===== src/rtl/pc_unit_pkg.sv =====
// Shared types and helpers for the program-counter unit: command encoding,
// interrupt priority encoder and return-stack level width.
package pc_unit_pkg;

   typedef enum logic [2:0] {
      HOLD,
      INC,
      JMP,
      CALL,
      RET,
      RETI,
      INTE
   } cmd_e;

   localparam int MAX_NINT = 32;

   // Lowest set index among the first n request bits; 0 when none are set.
   function automatic int prio_index(input logic [MAX_NINT-1:0] req, input int n);
      int idx;
      idx = 0;
      for (int i = n - 1; i >= 0; i--) begin
         if (req[i[4:0]]) idx = i;
      end
      return idx;
   endfunction

   function automatic int lvl_w(input int depth);
      return $clog2(depth + 1);
   endfunction

endpackage


===== src/rtl/pc_ret_stack.sv =====
// Hardware return-address LIFO. Storage updates on the falling edge; only the
// level counter is reset, so entry contents are undefined after reset.
module pc_ret_stack
   import pc_unit_pkg::*;
#(
   parameter int AW    = 16,
   parameter int DEPTH = 8
) (
   input  logic                       CLK,
   input  logic                       RST,
   input  logic                       push,
   input  logic                       pop,
   input  logic [AW-1:0]              data_in,
   output logic [AW-1:0]              data_out,
   output logic [$clog2(DEPTH+1)-1:0] level,
   output logic                       full,
   output logic                       empty
);

   localparam int LW = lvl_w(DEPTH);
   localparam int IW = $clog2(DEPTH);

   logic [AW-1:0] mem [DEPTH];
   logic [LW-1:0] level_m1;
   logic [IW-1:0] wr_idx;
   logic [IW-1:0] rd_idx;

   assign full     = (level == LW'(DEPTH));
   assign empty    = (level == '0);
   assign level_m1 = level - LW'(1);
   assign wr_idx   = level[IW-1:0];
   assign rd_idx   = level_m1[IW-1:0];
   assign data_out = empty ? '0 : mem[rd_idx];

   // A push into a full stack is dropped; the caller flags the overflow.
   always_ff @(negedge CLK) begin
      if (push && !full) mem[wr_idx] <= data_in;
   end

   always_ff @(negedge CLK or posedge RST) begin
      if (RST) begin
         level <= '0;
      end else if (push && !full) begin
         level <= level + LW'(1);
      end else if (pop && !empty) begin
         level <= level_m1;
      end
   end

endmodule


===== src/rtl/pc_unit_stk.sv =====
// Fetch-stage program counter with return stack, prioritised interrupt entry,
// stall and sticky stack-error flags. All state changes on the falling edge.
module pc_unit_stk
   import pc_unit_pkg::*;
#(
   parameter int            AW        = 16,
   parameter int            DEPTH     = 8,
   parameter int            NINT      = 4,
   parameter logic [AW-1:0] RESET_VEC = '0
) (
   input  logic                       CLK,
   input  logic                       RST,
   input  logic                       stall,
   input  logic                       pc_inc,
   input  logic                       jmp,
   input  logic                       call,
   input  logic                       ret,
   input  logic                       reti,
   input  logic [AW-1:0]              target,
   input  logic                       int_en,
   input  logic [NINT-1:0]            int_req,
   input  logic [AW-1:0]              int_base,
   input  logic                       err_clr,
   output logic [AW-1:0]              pc,
   output logic [NINT-1:0]            int_ack,
   output logic                       in_isr,
   output logic [$clog2(DEPTH+1)-1:0] stk_level,
   output logic                       stk_ovf,
   output logic                       stk_unf
);

   cmd_e                cmd;
   logic [MAX_NINT-1:0] req_ext;
   int                  k;
   logic [AW-1:0]       pc_plus1;
   logic [AW-1:0]       seq_pc;
   logic [AW-1:0]       int_vec;
   logic [AW-1:0]       pc_nxt;
   logic                isr_nxt;
   logic                push;
   logic                pop;
   logic [AW-1:0]       push_data;
   logic [AW-1:0]       stk_top;
   logic                stk_full;
   logic                stk_empty;
   logic                ovf_set;
   logic                unf_set;
   logic                flag_clr;

   pc_ret_stack #(
      .AW    (AW),
      .DEPTH (DEPTH)
   ) u_stack (
      .CLK      (CLK),
      .RST      (RST),
      .push     (push),
      .pop      (pop),
      .data_in  (push_data),
      .data_out (stk_top),
      .level    (stk_level),
      .full     (stk_full),
      .empty    (stk_empty)
   );

   assign req_ext  = MAX_NINT'(int_req);
   assign k        = prio_index(req_ext, NINT);
   assign pc_plus1 = pc + AW'(1);
   assign int_vec  = int_base + AW'(k);
   assign seq_pc   = jmp ? target : (pc_inc ? pc_plus1 : pc);

   // Interrupt entry ranks below the stack commands, so a request arriving
   // with call/ret/reti simply waits for the next free cycle.
   always_comb begin
      cmd = HOLD;
      if (!stall) begin
         if (reti)                                cmd = RETI;
         else if (ret)                            cmd = RET;
         else if (call)                           cmd = CALL;
         else if (int_en && !in_isr && |int_req)  cmd = INTE;
         else if (jmp)                            cmd = JMP;
         else if (pc_inc)                         cmd = INC;
      end
   end

   always_comb begin
      pc_nxt    = pc;
      isr_nxt   = in_isr;
      push      = 1'b0;
      pop       = 1'b0;
      push_data = pc_plus1;
      int_ack   = '0;
      case (cmd)
         INC: pc_nxt = pc_plus1;
         JMP: pc_nxt = target;
         CALL: begin
            push      = 1'b1;
            push_data = pc_plus1;
            pc_nxt    = target;
         end
         RET: begin
            pop = 1'b1;
            if (!stk_empty) pc_nxt = stk_top;
         end
         RETI: begin
            pop     = 1'b1;
            isr_nxt = 1'b0;
            if (!stk_empty) pc_nxt = stk_top;
         end
         INTE: begin
            push      = 1'b1;
            push_data = seq_pc;
            pc_nxt    = int_vec;
            isr_nxt   = 1'b1;
            int_ack   = NINT'(1) << k;
         end
         default: ;
      endcase
   end

   assign ovf_set  = push && stk_full;
   assign unf_set  = pop && stk_empty;
   // A stalled cycle freezes everything, including the clear request.
   assign flag_clr = err_clr && !stall;

   always_ff @(negedge CLK or posedge RST) begin
      if (RST) begin
         pc      <= RESET_VEC;
         in_isr  <= 1'b0;
         stk_ovf <= 1'b0;
         stk_unf <= 1'b0;
      end else begin
         pc      <= pc_nxt;
         in_isr  <= isr_nxt;
         stk_ovf <= ovf_set || (stk_ovf && !flag_clr);
         stk_unf <= unf_set || (stk_unf && !flag_clr);
      end
   end

endmodule


===== config.mk =====
export PLATFORM = sky130hd
export DESIGN_NAME = pc_unit_stk
export DESIGN_NICKNAME = d
export VERILOG_FILES = /design/src/rtl/pc_unit_pkg.sv /design/src/rtl/pc_ret_stack.sv /design/src/rtl/pc_unit_stk.sv
export SDC_FILE = /design/constraint.sdc
export NUM_CORES = 1
export LEC_CHECK = 0
export ABC_AREA = 1
export BUFFER_PORTS_ARGS = -buffer_cell sky130_fd_sc_hd__buf_2
export CAP_MARGIN = 20
export CORE_ASPECT_RATIO = 0.9
export CORE_UTILIZATION = 50
export DETAILED_ROUTE_END_ITERATION = 10
export HOLD_SLACK_MARGIN = 0.12
export PLACE_DENSITY = 0.73
export SLEW_MARGIN = 20
export SYNTH_ARGS = -nofsm -noshare
export SYNTH_HDL_FRONTEND = slang
export SYNTH_SLANG_ARGS = --single-unit
export TNS_END_PERCENT = 20

===== constraint.sdc =====
create_clock -name CLK -period 4.4 [get_ports CLK]
set_clock_uncertainty 0.1 [all_clocks]
set_input_delay 0.88 -clock CLK [delete_from_list [all_inputs] [get_ports CLK]]
set_output_delay 0.88 -clock CLK [all_outputs]
set_load 0.02 [all_outputs]

# Yosys cells after proc, flatten, opt, wreduce, memory -nomap -nowiden
# Memories as Yosys holds them, arrays and structs flattened.
# Cells that the tools add are included.
[word_totals]
regBits = 23
ramBits = 128
inputBits = 46
output_inout_bits = 27
elab_cells = 68
memories = 1
[memory_table]
columns = ["memory", "depth", "word_bits", "rd", "rd_ports_with_merged_regs", "write_ports", "line", "text"]
rows = [
  ["u_stack.mem", 8, 16, 1, 0, 1, "pc_ret_stack.sv:23", "logic [AW-1:0] mem [DEPTH];"],
]
[op_classes]
addsub = 4
n_eq_ne = 8
shift = 1
n_mux = 24
n_reduce_logical = 25
[op_table]
columns = ["op", "n"]
rows = [
  ["$mux 32", 3],
  ["$mux 16", 4],
  ["$pmux 16 s4", 1],
  ["$shl 1x32->4 const A", 1],
  ["$add 16x1->16 const B", 1],
  ["$add 16x16->16", 1],
  ["$mux 3", 5],
  ["$mux 4", 3],
  ["$eq 3x3->1 const B", 3],
  ["$logic_and 1x1->1", 9],
  ["$eq 3x2->1 const B", 2],
  ["$reduce_or 2->1", 3],
  ["$logic_not 1->1", 5],
  ["$mux 1", 5],
  ["$add 4x1->4 const B", 1],
  ["$eq 4x4->1 const B", 1],
  ["$logic_not 4->1", 1],
  ["$mux 2", 2],
  ["$reduce_bool 2->1", 2],
  ["$reduce_bool 4->1", 1],
  ["$reduce_or 4->1", 1],
  ["$sub 4x1->4 const B", 1],
  ["$eq 3x1->1 const B", 1],
  ["$logic_or 1x1->1", 2],
  ["other kinds (3)", 3],
]

# Logic depth before layout (Yosys ltp)
[logic_depth]
word_depth = 14
depth_mapped = 17

# Hierarchy
# A second synthesis with hierarchy kept.
[unflattened]
hier_cells = 1020
area_unflattened_um2 = 8369.3
[modules_own_cells]
columns = ["mod", "instances", "cells_per_inst", "area_each_um2", "seq_area_each_um2"]
rows = [
  ["pc_ret_stack", 1, 545, 5726.7, 3943.8],
  ["pc_unit_stk", 1, 475, 2642.5, 475.5],
]

==> metrics.md <==
| Metric | Value |
|---|---|
| Synth Area in Compound Gates | `0.0366` |
| Fill cells | `~1100` |
| DRT iter0 DRCs | `896` |
| Synth area leaders | `edfxtp_1 (47%), nand2_1 (17%), dfrtn_1 (7.1%)` |
| Met3 GRT Util | `0.0929` |
| Final setup vio count | `280` |
| Unique masters post-synth | `37` |
| Largest net degree at the start of global routing | `around 70` |
| Xor-xnor portion of the synthesized cell area | `0.0261` |
| Largest family of logic cells by synthesized area | `simple AND/OR/NAND/NOR gates` |
| H-tree level count | `4` |
| Final Max Tran Viols | `0` |
| Synthesized flop and latch total | `151` |
| Cts hold-fix bufs | `0` |
| Clk Latency, worst-skew pair | `roughly 0.48 ns` |
| CTS max path bufs | `2` |
| Synthesized instance count | `between 900 and 1000` |
| Failing checks | `negative setup slack` |
| Inserted Diodes | `0` |
| Worst hold slack | `0.390 ns` |
| FF-to-FF path depth | `13` |
| TritonCTS clock tree | `done` |
| Gp weighted congestion | `between 0.9 and 1` |
| Worst Setup SP | `in_isr` |
| Syn_area_per_cell | `8.70 um2` |
| Reg-to-Reg End | `pc[12]` |
| I/O Buffers | `72` |
| Leak | `approximately 5.3 nW` |
| Detail Route Antenna Nets | `0` |
| Die Span Y | `around 120 um` |
| Rows | `43` |
| Pre-CTS setup slack | `-0.914 ns` |
| Nets | `around 1300` |
| Area of the multi-input gates | `about 3600 um2` |
| Non-filler cells, final | `about 1400` |
| Drt via density | `~5.5` |
| Syn_nets | `slightly below 1000` |
| Max Cap Violations | `0` |
| Total GRT Usage | `0.304` |
| Pwr dens | `around 650 nW/um2` |
| CP max stage delay | `roughly 0.35 ns` |
| Slowest stage cell on the critical path | `dfrtn_1` |
| Hold EP | `stk_ovf` |
| Slew @ Worst Pin | `about 0.83 ns` |
| Clock transition at path regs | `around 0.05 ns` |
| Crit-path cells | `inv_2, nand2_2, inv_2, nand2_4, inv_4, nand4_4, buf_12, nor3_4, buf_6` |
| Hold Path Class | `register to register` |
| Crit Path Class | `register to primary output` |
| Status | `finished, violations left` |
| Detailed-route via count | `slightly below 8000` |
| Critical Path AT | `roughly 3.8 ns` |
| Adder-Cell Fraction of Synth Area | `0.0102` |
| Starting Density | `0.519` |
| CP Max Fanout | `6` |
| Initial antenna violation count | `0` |
| Hpwl dp | `14300 um` |
| R2R setup slack | `between 1 and 1.5 ns` |
| Yosys top cell by area | `edfxtp_1` |
| I/O pins | `73` |
| Ratio of cells with drive above 1 in the final layout | `0.250` |
| Normalized max-slew margin | `0.445` |
| Worst hold stages | `2` |
| Worst Slack Setup Final | `-0.383 ns` |
| Utilization after layout | `0.711` |
| Top-area cell type share of the netlist area | `0.475` |
| Fin. Hold Viols | `0` |
| Worst IR Drop VDD | `0.000762 V` |
| Worst hold start | `stk_ovf` |
| Syn. warnings | `0` |
| Req. time, crit path | `approximately 3.4 ns` |
| Area Overhead vs Synth | `37.0%` |
| DRT Wirelength | `between 20000 and 30000 um` |
| Post-synth EDFFs | `128` |
| Mux cell area share after synthesis | `0` |
| Vias in the first global route | `around 7500` |
| Busiest layer in global routing | `met2` |
| Dpl cells | `1233` |
| Register area share after synthesis | `0.546` |
| Critical path's most frequent cell | `inv_2` |
| Wire per inst | `about 18 um` |
| Grt ovf | `0` |
| Final Instance Area | `around 11000 um2` |
| # DRC | `0` |
| Sequential Area | `around 4400 um2` |
| Simple-Gate Fraction of Synth Area | `0.323` |
| Cell Area, Placed | `9250 um2` |
| DRT Pass-1 Iters | `6` |
| Met1 Resource Use GR | `0.387` |
| Num CTS Buffers | `17` |
| CP Capture Type | `primary output` |
| Die X | `roughly 140 um` |
| Async set or reset register ratio after synthesis | `0.152` |
| Global-route met2 utilization | `0.472` |
| Synth Flop Type | `edfxtp_1` |
| Core area | `about 16000 um2` |
| Clock root cell | `clkbuf_16` |
| First-pass GRT wire length | `~37000 um` |
| Mapped Area | `slightly above 8000 um2` |
| Startpoint Class | `register` |
| Clock Sinks | `around 150` |
| Worst R2R Start | `u_stack.level[0]` |
| RSZ-0062 raised after global routing | `true` |
| Die area | `16700 um2` |
## layout make-up
type | instances | area share
Timing Repair Buffer | 167 | 0.129
Inverter | 66 | 0.0241
Clock buffer | 17 | 0.0383
Sequential cell | 151 | 0.398
Tap cell | 202 | 0.0228
Multi-Input combinational cell | 673 | 0.328
Clock inverter | 143 | 0.0598
## worst max path at each step
stage / endpoint / cells after the start
5_1_grt: int_ack[1] / 9
4_1_cts: int_ack[2] / 9
3_3_place_gp: pc[8] / 14
3_5_place_dp: pc[8] / 14
2_1_floorplan: pc[8] / 13
6_report: int_ack[1] / 9
## cells in the mapped netlist, types with 9 or more instances
library cell and n:
a22oi_1 11, nand2_1 358, nor3_1 11, nand3_1 107, nand4_1 13, buf_2 20, clkbuf_1 11, nor2_1 78
o21ai_0 22, inv_1 58, dfrtn_1 23, edfxtp_1 128, inv_2 9, nor2_2 11, xor2_1 14
## routing by layer
| metal | part of all wire | wire (um) |
|---|---|---|
| met1 | 0.38 | 9890 |
| met2 | 0.48 | 12400 |
| met3 | 0.11 | 2760 |
| met4 | 0.031 | 805 |
| met5 | 0 | 0 |
## metrics by stage
| step | power [mW] | TNS [ns] |
|---|---|---|
| after floorplan | 4.16 | -66.24 |
| after global placement | 5.04 | -127.59 |
| after detailed placement | 5.10 | -134.72 |
| after CTS | 7.02 | -22.23 |
| after global routing | 7.63 | -50.68 |
| final | 7.20 | -43.98 |
## cells in the final DEF, fill, tap and decap left out, drive strengths merged, types with 2 or more instances in the layout
master    count
nand2       368
inv         199
buf         166
edfxtp      128
nand3       111
nor2         91
dfrtn        23
o21ai        23
clkbuf       17
nand4        14
xor2         14
a22oi        11
nor3         11
xnor2         8
a22o          5
ha            5
clkinv        5
a21oi         4
clkinvlp      3
nor4          2
o21bai        2
bufinv        2
## kinds of logic (layout without fill, tap and decap cells)
kind of cell	after synthesis	count (layout)
DFF	151	151
buffers and inverters	107	393
and+or+nand+nor	599	599
AOI/OAI and AO/OA	46	46
xor gates and xnor gates	22	22
adders and majority gates	6	6
## critical path, delay by kind of cell, from the launching register on
family | cells | cell delay, ns
buffers and inverters | 5 | 0.50
flip-flops | 1 | 0.35
AND/OR/NAND/NOR | 4 | 0.34
## where the power goes
| part | leakage [nW] | switching (mW) | internal [mW] |
|---|---|---|---|
| registers | 1.45 | 0.150 | 1.90 |
| logic | 2.91 | 2.12 | 1.02 |
| clock network | 0.973 | 0.985 | 1.01 |
| total | 5.33 | 3.26 | 3.94 |
## what timing repair did
| action | CTS | global route |
|---|---|---|
| gates cloned | 2 | 0 |
| pin swaps | 48 | 40 |
| resized for setup | 90 | 49 |
| endpoints found under the hold margin | 0 | 0 |
| setup endpoints to repair | 163 | 273 |
| setup buffers | 20 | 6 |
## sequential cells by signal, summed over array words and instances, names as in the netlist
register / count
stk_unf: 1
u_stack.level: 4
pc: 16
u_stack.mem: 128
in_isr: 1
stk_ovf: 1
(Power assumes the default switching activity.)
